File: src/rtl/recibir_comando_pkg.sv
// recibir_comando_pkg: baud constants, FSM encodings and ASCII codes shared by the command receiver.
package recibir_comando_pkg;
  localparam int B9600   = 5208;
  localparam int B19200  = 2604;
  localparam int B57600  = 868;
  localparam int B115200 = 434;
  typedef enum logic [1:0] {IDLE, HDR, LEN, PAYLOAD} state_t;
  typedef enum logic [1:0] {RX_IDLE, RX_START, RX_DATA, RX_STOP} rx_state_t;
  localparam logic [7:0] ASC_PLUS  = 8'h2B;
  localparam logic [7:0] ASC_COMMA = 8'h2C;
  localparam logic [7:0] ASC_COLON = 8'h3A;
  localparam logic [7:0] ASC_0     = 8'h30;
  localparam logic [7:0] ASC_9     = 8'h39;
  localparam logic [7:0] ASC_CR    = 8'h0D;
  localparam logic [7:0] ASC_LF    = 8'h0A;
  localparam logic [7:0] ASC_I     = 8'h49;
  localparam logic [7:0] ASC_P     = 8'h50;
  localparam logic [7:0] ASC_D     = 8'h44;
  localparam logic [7:0] ASC_O     = 8'h4F;
  localparam logic [7:0] ASC_K     = 8'h4B;
  localparam logic [7:0] ASC_E     = 8'h45;
  localparam logic [7:0] ASC_R     = 8'h52;
  function automatic logic [7:0] hdr_char(input logic [2:0] i);
    return i == 3'd0 ? ASC_PLUS : i == 3'd1 ? ASC_I : i == 3'd2 ? ASC_P : i == 3'd3 ? ASC_D : ASC_COMMA;
  endfunction
  function automatic logic [7:0] st_char(input logic sel, input logic [2:0] i);
    return !sel ? (i == 3'd0 ? ASC_O : i == 3'd1 ? ASC_K : i == 3'd2 ? ASC_CR : ASC_LF)
                : (i == 3'd0 ? ASC_E : i == 3'd3 ? ASC_O : i == 3'd5 ? ASC_CR : i == 3'd6 ? ASC_LF : ASC_R);
  endfunction
  function automatic logic is_digit(input logic [7:0] b);
    return b >= ASC_0 && b <= ASC_9;
  endfunction
endpackage

File: src/rtl/recibir_comando_uart.sv
// uart_rx: 8N1 receiver, 2-FF synchronizer, start check at BAUD/2, LSB first; rcv strobes every byte, ferr flags a low stop bit.
module uart_rx
  import recibir_comando_pkg::*;
#(
  parameter int BAUD = B115200
) (
  input  logic       clk,
  input  logic       rstn,
  input  logic       rx,
  output logic [7:0] data,
  output logic       rcv,
  output logic       ferr
);
  localparam logic [15:0] HALF = 16'(BAUD / 2);
  localparam logic [15:0] FULL = 16'(BAUD);
  rx_state_t   st, st_n;
  logic [2:0]  sync;
  logic [15:0] tick, tick_n;
  logic [2:0]  bit_cnt, bit_cnt_n;
  logic [7:0]  data_n;
  logic        rcv_n, ferr_n, rx_s;
  assign rx_s = sync[1];
  always_ff @(posedge clk or negedge rstn)
    if (!rstn) begin
      sync    <= '1;
      st      <= RX_IDLE;
      tick    <= '0;
      bit_cnt <= '0;
      data    <= '0;
      rcv     <= 1'b0;
      ferr    <= 1'b0;
    end else begin
      sync    <= {sync[1:0], rx};
      st      <= st_n;
      tick    <= tick_n;
      bit_cnt <= bit_cnt_n;
      data    <= data_n;
      rcv     <= rcv_n;
      ferr    <= ferr_n;
    end
  always_comb begin
    st_n      = st;
    tick_n    = tick + 16'd1;
    bit_cnt_n = bit_cnt;
    data_n    = data;
    rcv_n     = 1'b0;
    ferr_n    = 1'b0;
    case (st)
      RX_IDLE: begin
        tick_n = '0;
        st_n   = (sync[2] && !rx_s) ? RX_START : RX_IDLE;
      end
      RX_START:
        if (tick == HALF - 16'd1) begin
          tick_n    = '0;
          bit_cnt_n = '0;
          st_n      = rx_s ? RX_IDLE : RX_DATA;
        end
      RX_DATA:
        if (tick == FULL - 16'd1) begin
          tick_n    = '0;
          data_n    = {rx_s, data[7:1]};
          bit_cnt_n = bit_cnt + 3'd1;
          st_n      = bit_cnt == 3'd7 ? RX_STOP : RX_DATA;
        end
      RX_STOP:
        if (tick == FULL - 16'd1) begin
          tick_n = '0;
          rcv_n  = 1'b1;
          ferr_n = !rx_s;
          st_n   = RX_IDLE;
        end
      default: st_n = RX_IDLE;
    endcase
  end
endmodule

File: src/rtl/recibir_comando.sv
// recibir_comando: parses +IPD frames carrying a digit command and OK or ERROR status lines from a UART.
module recibir_comando
  import recibir_comando_pkg::*;
#(
  parameter int          BAUD        = B115200,
  parameter logic [27:0] TIMEOUT_CYC = 28'd5_000_000
) (
  input  logic       clk,
  input  logic       rst,
  input  logic       rx,
  output logic [7:0] comm_out,
  output logic       comm_valid,
  output logic       ok_seen,
  output logic       err_seen,
  output logic       fmt_err,
  output logic       bussy_r
);
  state_t      state, state_n;
  logic [7:0]  data, len, len_n, cnt, cnt_n, comm_out_n;
  logic [2:0]  hdr_idx, hdr_idx_n, st_idx, st_idx_n;
  logic        rcv, ferr, strobe, timeout, in_frame;
  logic        st_sel, st_sel_n, first, first_n;
  logic        comm_valid_n, ok_n, err_n, fmt_n, bussy_n;
  logic [11:0] len_calc;
  uart_rx #(.BAUD(BAUD)) u_rx (
    .clk (clk),
    .rstn(rst),
    .rx  (rx),
    .data(data),
    .rcv (rcv),
    .ferr(ferr)
  );
  assign strobe   = rcv && !ferr;
  assign in_frame = state == LEN || state == PAYLOAD;
  assign len_calc = {4'd0, len} * 12'd10 + {8'd0, data[3:0]};
`ifdef RX_TIMEOUT_EN
  logic [27:0] tmo;
  assign timeout = in_frame && !strobe && tmo == TIMEOUT_CYC - 28'd1;
  always_ff @(posedge clk or negedge rst)
    if (!rst) tmo <= '0;
    else tmo <= (in_frame && !strobe) ? tmo + 28'd1 : '0;
`else
  assign timeout = 1'b0 & |TIMEOUT_CYC;
`endif
  always_ff @(posedge clk or negedge rst)
    if (!rst) begin
      state      <= IDLE;
      hdr_idx    <= '0;
      st_idx     <= '0;
      st_sel     <= 1'b0;
      len        <= '0;
      cnt        <= '0;
      first      <= 1'b0;
      comm_out   <= '0;
      comm_valid <= 1'b0;
      ok_seen    <= 1'b0;
      err_seen   <= 1'b0;
      fmt_err    <= 1'b0;
      bussy_r    <= 1'b0;
    end else begin
      state      <= state_n;
      hdr_idx    <= hdr_idx_n;
      st_idx     <= st_idx_n;
      st_sel     <= st_sel_n;
      len        <= len_n;
      cnt        <= cnt_n;
      first      <= first_n;
      comm_out   <= comm_out_n;
      comm_valid <= comm_valid_n;
      ok_seen    <= ok_n;
      err_seen   <= err_n;
      fmt_err    <= fmt_n;
      bussy_r    <= bussy_n;
    end
  always_comb begin
    state_n      = state;
    hdr_idx_n    = hdr_idx;
    st_idx_n     = in_frame ? 3'd0 : st_idx;
    st_sel_n     = st_sel;
    len_n        = len;
    cnt_n        = cnt;
    first_n      = first;
    comm_out_n   = comm_out;
    comm_valid_n = 1'b0;
    ok_n         = 1'b0;
    err_n        = 1'b0;
    fmt_n        = 1'b0;
    bussy_n      = bussy_r;
    if (strobe)
      case (state)
        IDLE, HDR: begin
          if (data == hdr_char(hdr_idx)) begin
            hdr_idx_n = hdr_idx == 3'd4 ? 3'd0 : hdr_idx + 3'd1;
            state_n   = hdr_idx == 3'd4 ? LEN : HDR;
            len_n     = '0;
            bussy_n   = hdr_idx == 3'd4;
          end else begin
            hdr_idx_n = data == ASC_PLUS ? 3'd1 : 3'd0;
            state_n   = data == ASC_PLUS ? HDR : IDLE;
          end
          if (st_idx != 3'd0 && data == st_char(st_sel, st_idx)) begin
            ok_n     = data == ASC_LF && !st_sel;
            err_n    = data == ASC_LF && st_sel;
            st_idx_n = data == ASC_LF ? 3'd0 : st_idx + 3'd1;
          end else begin
            st_sel_n = data == ASC_E;
            st_idx_n = (data == ASC_O || data == ASC_E) ? 3'd1 : 3'd0;
          end
        end
        LEN:
          if (is_digit(data)) len_n = len_calc > 12'd255 ? 8'd255 : len_calc[7:0];
          else if (data == ASC_COLON && len != 8'd0) begin
            state_n = PAYLOAD;
            cnt_n   = len;
            first_n = 1'b1;
          end else begin
            fmt_n   = 1'b1;
            state_n = IDLE;
            bussy_n = 1'b0;
          end
        PAYLOAD: begin
          comm_out_n   = (first && is_digit(data)) ? data - ASC_0 : comm_out;
          comm_valid_n = first && is_digit(data);
          fmt_n        = first && !is_digit(data);
          first_n      = 1'b0;
          cnt_n        = cnt - 8'd1;
          state_n      = cnt == 8'd1 ? IDLE : PAYLOAD;
          bussy_n      = cnt != 8'd1;
        end
        default: state_n = IDLE;
      endcase
    if (timeout) begin
      fmt_n   = 1'b1;
      state_n = IDLE;
      bussy_n = 1'b0;
      len_n   = '0;
      cnt_n   = '0;
    end
  end
endmodule

File: config.mk
export PLATFORM = sky130hd
export DESIGN_NAME = recibir_comando
export DESIGN_NICKNAME = d
export VERILOG_FILES = /design/src/rtl/recibir_comando_pkg.sv /design/src/rtl/recibir_comando_uart.sv /design/src/rtl/recibir_comando.sv
export SDC_FILE = /design/constraint.sdc
export NUM_CORES = 1
export LEC_CHECK = 0
export BUFFER_PORTS_ARGS = -buffer_cell sky130_fd_sc_hd__buf_2
export CAP_MARGIN = 5
export CORE_AREA = 2 2 79 118
export DETAILED_ROUTE_END_ITERATION = 6
export DIE_AREA = 0 0 81 120
export GPL_TIMING_DRIVEN = 0
export PLACE_DENSITY_LB_ADDON = 0.3
export SETUP_SLACK_MARGIN = 0.1
export SLEW_MARGIN = 20
export SYNTH_ARGS = -nofsm -noshare
export SYNTH_HDL_FRONTEND = slang
export SYNTH_SLANG_ARGS = --single-unit
File: constraint.sdc
create_clock -name clk -period 4 [get_ports clk]
set_input_delay 0.4 -clock clk [delete_from_list [all_inputs] [get_ports clk]]
set_output_delay 0.4 -clock clk [all_outputs]
set_load 0.005 [all_outputs]
==> results.sh, run 1 <==
export IMPL_syn_nets=529
export IMPL_die_h_um=120
export IMPL_crit_path_end_kind="flip-flop"
export IMPL_placement_rows=42
export IMPL_worst_ep_arrival_time_ns=3.40
export IMPL_synth_cells_most_frequent="sky130_fd_sc_hd__dfrtp_1, sky130_fd_sc_hd__nor2_1, sky130_fd_sc_hd__nand2_1"
export IMPL_timing_reg2reg_setup_slack_ns=0.81
export IMPL_synth_seq_cells=73
export IMPL_dieWidth_um=81
export IMPL_seqPwrFrac=0.471
export IMPL_place_detailed_instances=615
export IMPL_nFillCells=741
export IMPL_vias=3652
export IMPL_netlist_top_cell_by_area="sky130_fd_sc_hd__dfrtp_1"
export IMPL_finalSetupTns_ns=0
export IMPL_drt_first_iter_violations=204
export IMPL_status="completed"
export IMPL_areaGrowthSynthToFinish_pct=12.1
export IMPL_share_of_final_layout_standard_cells_stronger_than_drive_strength_1=0.115
export IMPL_synth_edff_count=0
export IMPL_share_comb_of_total_power=0.071
export IMPL_post_drt_wl_per_cell_um=16.1
export IMPL_cts_buffers_inserted=9
export IMPL_static_leakage_power_nw=2.36
export IMPL_critPathLaunchType="flip-flop"
export IMPL_hold_vio_cnt_final=0
export IMPL_global_route_wire_length_before_repair_um=16800
export IMPL_remaining_drc_errors=0
export IMPL_dieArea_um2=9720
export IMPL_post_synth_top_area_fraction=0.384
export IMPL_layoutNonFillerInstCount=632
export IMPL_slowest_delay_ns=0.53
export IMPL_final_min_clock_period_ns=3.19
export IMPL_switching_share=0.241
export IMPL_layout_nets=557
export IMPL_routed_wl_um=10100
export IMPL_synth_yosys_seq_area_share=0.401
export IMPL_worstReg2RegEnd="len[3]"
export IMPL_slew_violations=0
export IMPL_synth_distinct_cells=76
export IMPL_grt_start_max_net_pins=60
export IMPL_coreArea_um2=8720
export IMPL_holdPathEnd="u_rx.sync[0]"
export IMPL_clock_tree_root_cell="sky130_fd_sc_hd__clkbuf_16"
export IMPL_grt_setup_unrepaired="false"
export IMPL_critPathMaxFanout=8
export IMPL_grt_antenna_before_repair=0
export IMPL_power_density_nw_per_um2=342
export IMPL_starting_density_of_the_core=0.523
export IMPL_holdPathStages=1
export IMPL_gr_usage_all_layers=0.222
export IMPL_final_seq_area_um2=1830
export IMPL_crit_path_cell_trace="ha_1 -> ha_1 -> fa_1 -> or4b_1 -> or4b_1 -> o21ai_1 -> o21ai_2 -> nor3_1 -> o2bb2ai_1"
export IMPL_pin_count=16
export IMPL_drv_max_cap_violation_count=0
export IMPL_vias_per_cell=5.78
export IMPL_skew_ns=0.00510
export IMPL_worst_ep_required_time_ns=4.21
export IMPL_synth_area_top_cells="sky130_fd_sc_hd__dfrtp_1, sky130_fd_sc_hd__ha_1, sky130_fd_sc_hd__nor2_1"
export IMPL_synth_most_common_cell="sky130_fd_sc_hd__dfrtp_1"
export IMPL_first_global_vias=3645
export IMPL_finalSetupViolCount=0
export IMPL_multi_input_gate_area_um2=2540
export IMPL_r2r_cells=9
export IMPL_worst_hold_path_type="in2reg"
export IMPL_worst_path_max_delay_cell="sky130_fd_sc_hd__or4b_1"
export IMPL_cts_sinks=73
export IMPL_num_antenna_cells=0
export IMPL_ys_warnings_count=0
export IMPL_rr_startpoint="len[1]"
export IMPL_overflow=0
export IMPL_clock_tree_from_tritoncts="built"
export IMPL_worstMarginPinSlew_ns=0.600
export IMPL_postSynth_asyncResetShare=1.00
export IMPL_syn_mean_instance_area_um2=9.33
export IMPL_min_from="rx"
export IMPL_worst_setup_hold_path_clk_slew_ns=0.06
export IMPL_insertion_delay_ns=0.34
export IMPL_worst_setup_path_startpoint="len[1]"
export IMPL_detailedPlacementHpwl_um=7210
export IMPL_p_clk_frac=0.459
export IMPL_irDropWorstVdd_uv=226
export IMPL_final_ant_viol_nets=0
export IMPL_place_port_buffers=15
export IMPL_max_freq_mhz=314
export IMPL_post_synth_inst_count=489
export IMPL_mappedNetlistArea_um2=4560
export IMPL_maximum_level_of_the_cts_h_tree=3
export IMPL_drtPass1Iterations=6
export IMPL_final_period_utilization=0.797
export IMPL_critPathKind="reg2reg"
export IMPL_most_frequently_used_flop_master_after_synthesis="sky130_fd_sc_hd__dfrtp_1"
export IMPL_net_switching_power_mw=0.422
export IMPL_post_cts_setup_buffer_count=0
export IMPL_cts_path_max_buffers=2
export IMPL_power_internal_mw=1.33
export IMPL_slew_limit_headroom=0.589
export IMPL_gp_routability_congestion=0.871
[layout make-up]
type | instances | area share
sequential | 73 | 0.358
buffer | 21 | 0.0191
multi-input combinational | 371 | 0.498
timing repair buffer | 17 | 0.0225
clock buffer | 11 | 0.0475
inverter | 24 | 0.0176
clock inverter | 5 | 0.0110
tap | 110 | 0.0269
[cells in the final DEF, fill, tap and decap left out, types with 14 or more instances in the layout]
cell / count
sky130_fd_sc_hd__dfrtp_1: 70
sky130_fd_sc_hd__nor2_1: 53
sky130_fd_sc_hd__nand2_1: 45
sky130_fd_sc_hd__ha_1: 35
sky130_fd_sc_hd__a21oi_1: 26
sky130_fd_sc_hd__inv_1: 23
sky130_fd_sc_hd__nor3_1: 21
sky130_fd_sc_hd__buf_2: 20
sky130_fd_sc_hd__xnor2_1: 17
sky130_fd_sc_hd__clkbuf_1: 14
[kinds of logic (layout without fill, tap and decap cells)]
kind of cell               count (synthesis)  in the layout  share of synthesized area
AOI/OAI and AO/OA                         96             96                      0.140
adders and majority gates                 37             37                      0.105
and+or+nand+nor                          196            196                      0.226
DFF                                       73             73                      0.401
muxes                                     13             13                     0.0313
buffers and inverters                     45             78                     0.0411
xor gates and xnor gates                  29             29                     0.0557
[state kept, by name, indices dropped and copies added (netlist names), named ones only]
| signal | count |
|---|---|
| len | 8 |
| u_rx.tick | 16 |
| ok_seen | 1 |
| state | 2 |
| comm_out | 8 |
| hdr_idx | 3 |
| comm_valid | 1 |
| cnt | 8 |
| err_seen | 1 |
| st_sel | 1 |
| st_idx | 3 |
| u_rx.bit_cnt | 3 |
| u_rx.ferr | 1 |
| u_rx.st | 1 |
| fmt_err | 1 |
| u_rx.sync | 3 |
| u_rx.data | 8 |
| u_rx.rcv | 1 |
| bussy_r | 1 |
| first | 1 |
[layer usage]
metal  vias up  share of wire  global-route usage
met5         -              0                   0
met4         0          0.021              0.0805
met3        15          0.025              0.0414
met2        63           0.53               0.392
met1      1789           0.42               0.263
li1       1785              -                   -
[worst max-delay path: cells and delay by family (launching register included)]
family | cells | cell delay, ns
adder cells (fa/ha/maj) | 3 | 1.01
AO/OA/AOI/OAI | 3 | 0.34
AND/OR/NAND/NOR | 3 | 1.23
flip-flops | 1 | 0.47
[power by group through the flow]
| stage | Clock (mW) | Sequential [mW] | Combinational (mW) |
|---|---|---|---|
| 2_1_floorplan | 0 | 0.824 | 0.0854 |
| 3_3_place_gp | 0 | 0.834 | 0.112 |
| 3_5_place_dp | 0 | 0.837 | 0.119 |
| 4_1_cts | 0.817 | 0.825 | 0.126 |
| 5_1_grt | 0.850 | 0.830 | 0.145 |
| 6_report | 0.804 | 0.824 | 0.124 |
[repair_timing]
item,4_1_cts,5_1_grt
hold buffers,1,0
gates resized for setup,0,0
hold endpoints to repair,14,0
[how the worst max path moves through the flow]
stage / slack [ns] / to
3_3_place_gp: 0.83 / len[6]
4_1_cts: 0.80 / len[3]
5_1_grt: 0.60 / len[1]
3_5_place_dp: 0.81 / len[3]
2_1_floorplan: 1.05 / len[3]
6_report: 0.81 / len[3]
[through the flow]
stage | hold WS (ns) | utilization | worst slack [ns] | cell area [um2] | power [mW]
floorplan | 0.104 | - | 1.05 | 4560 | 0.909
global placement | 0.346 | 0.547 | 0.829 | 4780 | 0.946
detailed placement | 0.281 | 0.551 | 0.813 | 4810 | 0.956
CTS | 0.153 | 0.586 | 0.800 | 5110 | 1.77
global route | 0.156 | 0.586 | 0.602 | 5110 | 1.82
finish | 0.158 | 0.586 | 0.812 | 5110 | 1.75
Note: power is estimated with default switching activity, not from simulation.
==> run 2, diff against run 1 <==
- clock period: 4 -> 3 ns (I/O delays scaled with it)
==> results.sh, run 2 (synthesis results as in run 1) <==
export IMPL_power_density_nw_per_um2=459
export IMPL_insertion_delay_ns=0.34
export IMPL_placement_rows=42
export IMPL_top_register="u_rx.tick"
export IMPL_clock_tree_root_cell="sky130_fd_sc_hd__clkbuf_16"
export IMPL_worst_setup_hold_path_clk_slew_ns=0.06
export IMPL_final_period_utilization=0.947
export IMPL_worstMarginPinSlew_ns=0.606
export IMPL_dieWidth_um=81
export IMPL_die_h_um=120
export IMPL_cts_sinks=73
export IMPL_postPlaceCellArea_um2=4810
export IMPL_num_antenna_cells=0
export IMPL_worst_hold_path_type="in2reg"
export IMPL_coreArea_um2=8720
export IMPL_final_ant_viol_nets=0
export IMPL_post_drt_wl_per_cell_um=16.3
export IMPL_max_freq_mhz=352
export IMPL_cts_buffers_inserted=9
export IMPL_maximum_level_of_the_cts_h_tree=3
export IMPL_status="completed"
export IMPL_timing_reg2reg_setup_slack_ns=0.16
export IMPL_irDropWorstVdd_uv=275
export IMPL_layout_cell_area_non_filler_um2=5310
export IMPL_drt_first_iter_violations=247
export IMPL_gp_routability_congestion=0.857
export IMPL_cts_path_max_buffers=2
export IMPL_final_min_clock_period_ns=2.84
export IMPL_r2r_cells=9
export IMPL_first_global_vias=3653
export IMPL_mostFrequentLayoutCells="sky130_fd_sc_hd__dfrtp_1, sky130_fd_sc_hd__nor2_1, sky130_fd_sc_hd__nand2_1"
export IMPL_largest_register_ffs=16
export IMPL_post_layout_total_power_mw=2.44
export IMPL_critPathMaxFanout=8
export IMPL_overflow=0
export IMPL_min_from="rx"
export IMPL_place_port_buffers=15
export IMPL_slew_violations=0
export IMPL_layout_nets=565
export IMPL_worst_ep_arrival_time_ns=3.05
export IMPL_global_route_wire_length_before_repair_um=17000
export IMPL_vias_per_cell=5.83
export IMPL_slew_limit_headroom=0.595
export IMPL_worst_ep_required_time_ns=3.21
export IMPL_vias=3731
export IMPL_gr_usage_all_layers=0.228
export IMPL_grt_antenna_before_repair=0
export IMPL_critPathLaunchType="flip-flop"
export IMPL_drtPass1Iterations=5
export IMPL_static_leakage_power_nw=2.41
export IMPL_holdPathEnd="u_rx.sync[0]"
export IMPL_grt_start_max_net_pins=60
export IMPL_remaining_drc_errors=0
export IMPL_pin_count=16
export IMPL_critPathKind="reg2reg"
export IMPL_hold_vio_cnt_final=0
export IMPL_detailedPlacementHpwl_um=7400
export IMPL_skew_ns=0.00717
export IMPL_clock_tree_from_tritoncts="built"
export IMPL_areaGrowthSynthToFinish_pct=16.3
export IMPL_drv_max_cap_violation_count=0
export IMPL_dieArea_um2=9720
export IMPL_grt_setup_unrepaired="false"
export IMPL_share_of_final_layout_standard_cells_stronger_than_drive_strength_1=0.166
export IMPL_routed_wl_um=10400
export IMPL_holdPathStages=1
export IMPL_crit_path_end_kind="flip-flop"
export IMPL_starting_density_of_the_core=0.523
export IMPL_worstReg2RegEnd="len[3]"
export IMPL_rr_startpoint="len[1]"
export IMPL_finalSetupViolCount=0
export IMPL_mostFrequentLayoutCell="sky130_fd_sc_hd__dfrtp_1"
run 2: final cells by class:
class | instances | area [um2]
flip-flops and latches | 73 | 1840
inverters | 24 | 90.1
clock buffers | 9 | 225
repair buffers | 25 | 175
well taps | 110 | 138
clock inverters | 7 | 101
fillers | 742 | 3420
multi-input cells | 371 | 2640
plain buffers | 21 | 97.6
run 2: worst max path at each step:
stage,startpoint,end,cells past startpoint
global route,len[1],len[3],9
finish,len[1],len[3],9
global placement,len[1],len[7],9
floorplan,len[1],len[3],9
CTS,len[2],len[4],9
detailed placement,len[1],len[7],9
run 2: worst max-delay path, cell delays in order (launching register included):
cell                        delay (ns)
sky130_fd_sc_hd__dfrtp_2          0.42
sky130_fd_sc_hd__ha_4             0.25
sky130_fd_sc_hd__ha_4             0.16
sky130_fd_sc_hd__fa_2             0.35
sky130_fd_sc_hd__or4b_1           0.47
sky130_fd_sc_hd__or4b_4           0.55
sky130_fd_sc_hd__o21ai_4          0.09
sky130_fd_sc_hd__o21ai_4          0.12
sky130_fd_sc_hd__nor3_2           0.22
sky130_fd_sc_hd__o2bb2ai_1        0.08
run 2: metrics by stage:
step                utilization  setup TNS [ns]  setup slack [ns]  std cells  hold WS [ns]
global placement          0.548          -0.561            -0.108        614         0.346
global route              0.608               0             0.113        640        0.0532
finish                    0.608               0             0.159        640        0.0573
detailed placement        0.551           -1.06            -0.175        615         0.182
CTS                       0.607               0             0.122        640        0.0527
floorplan                     -               0             0.113        489       0.00441
run 2: where the power goes:
group | switching [mW] | internal (mW) | total, mW
logic | 0.0898 | 0.0708 | 0.161
registers | 0.0608 | 1.03 | 1.10
clock network | 0.446 | 0.735 | 1.18
run 2: repair_timing:
action	in CTS	in global routing
setup endpoints to repair	8	8
gates cloned	0	0
pin swaps	7	7
hold buffers	1	0
resized for setup	18	3
hold endpoints to repair	14	0
setup buffers	8	0
run 2: per-layer routing:
metal  GRT usage  part of all wire
met3      0.0376             0.029
met4       0.117             0.029
met2       0.403              0.53
met5           0                 0
met1       0.255              0.41
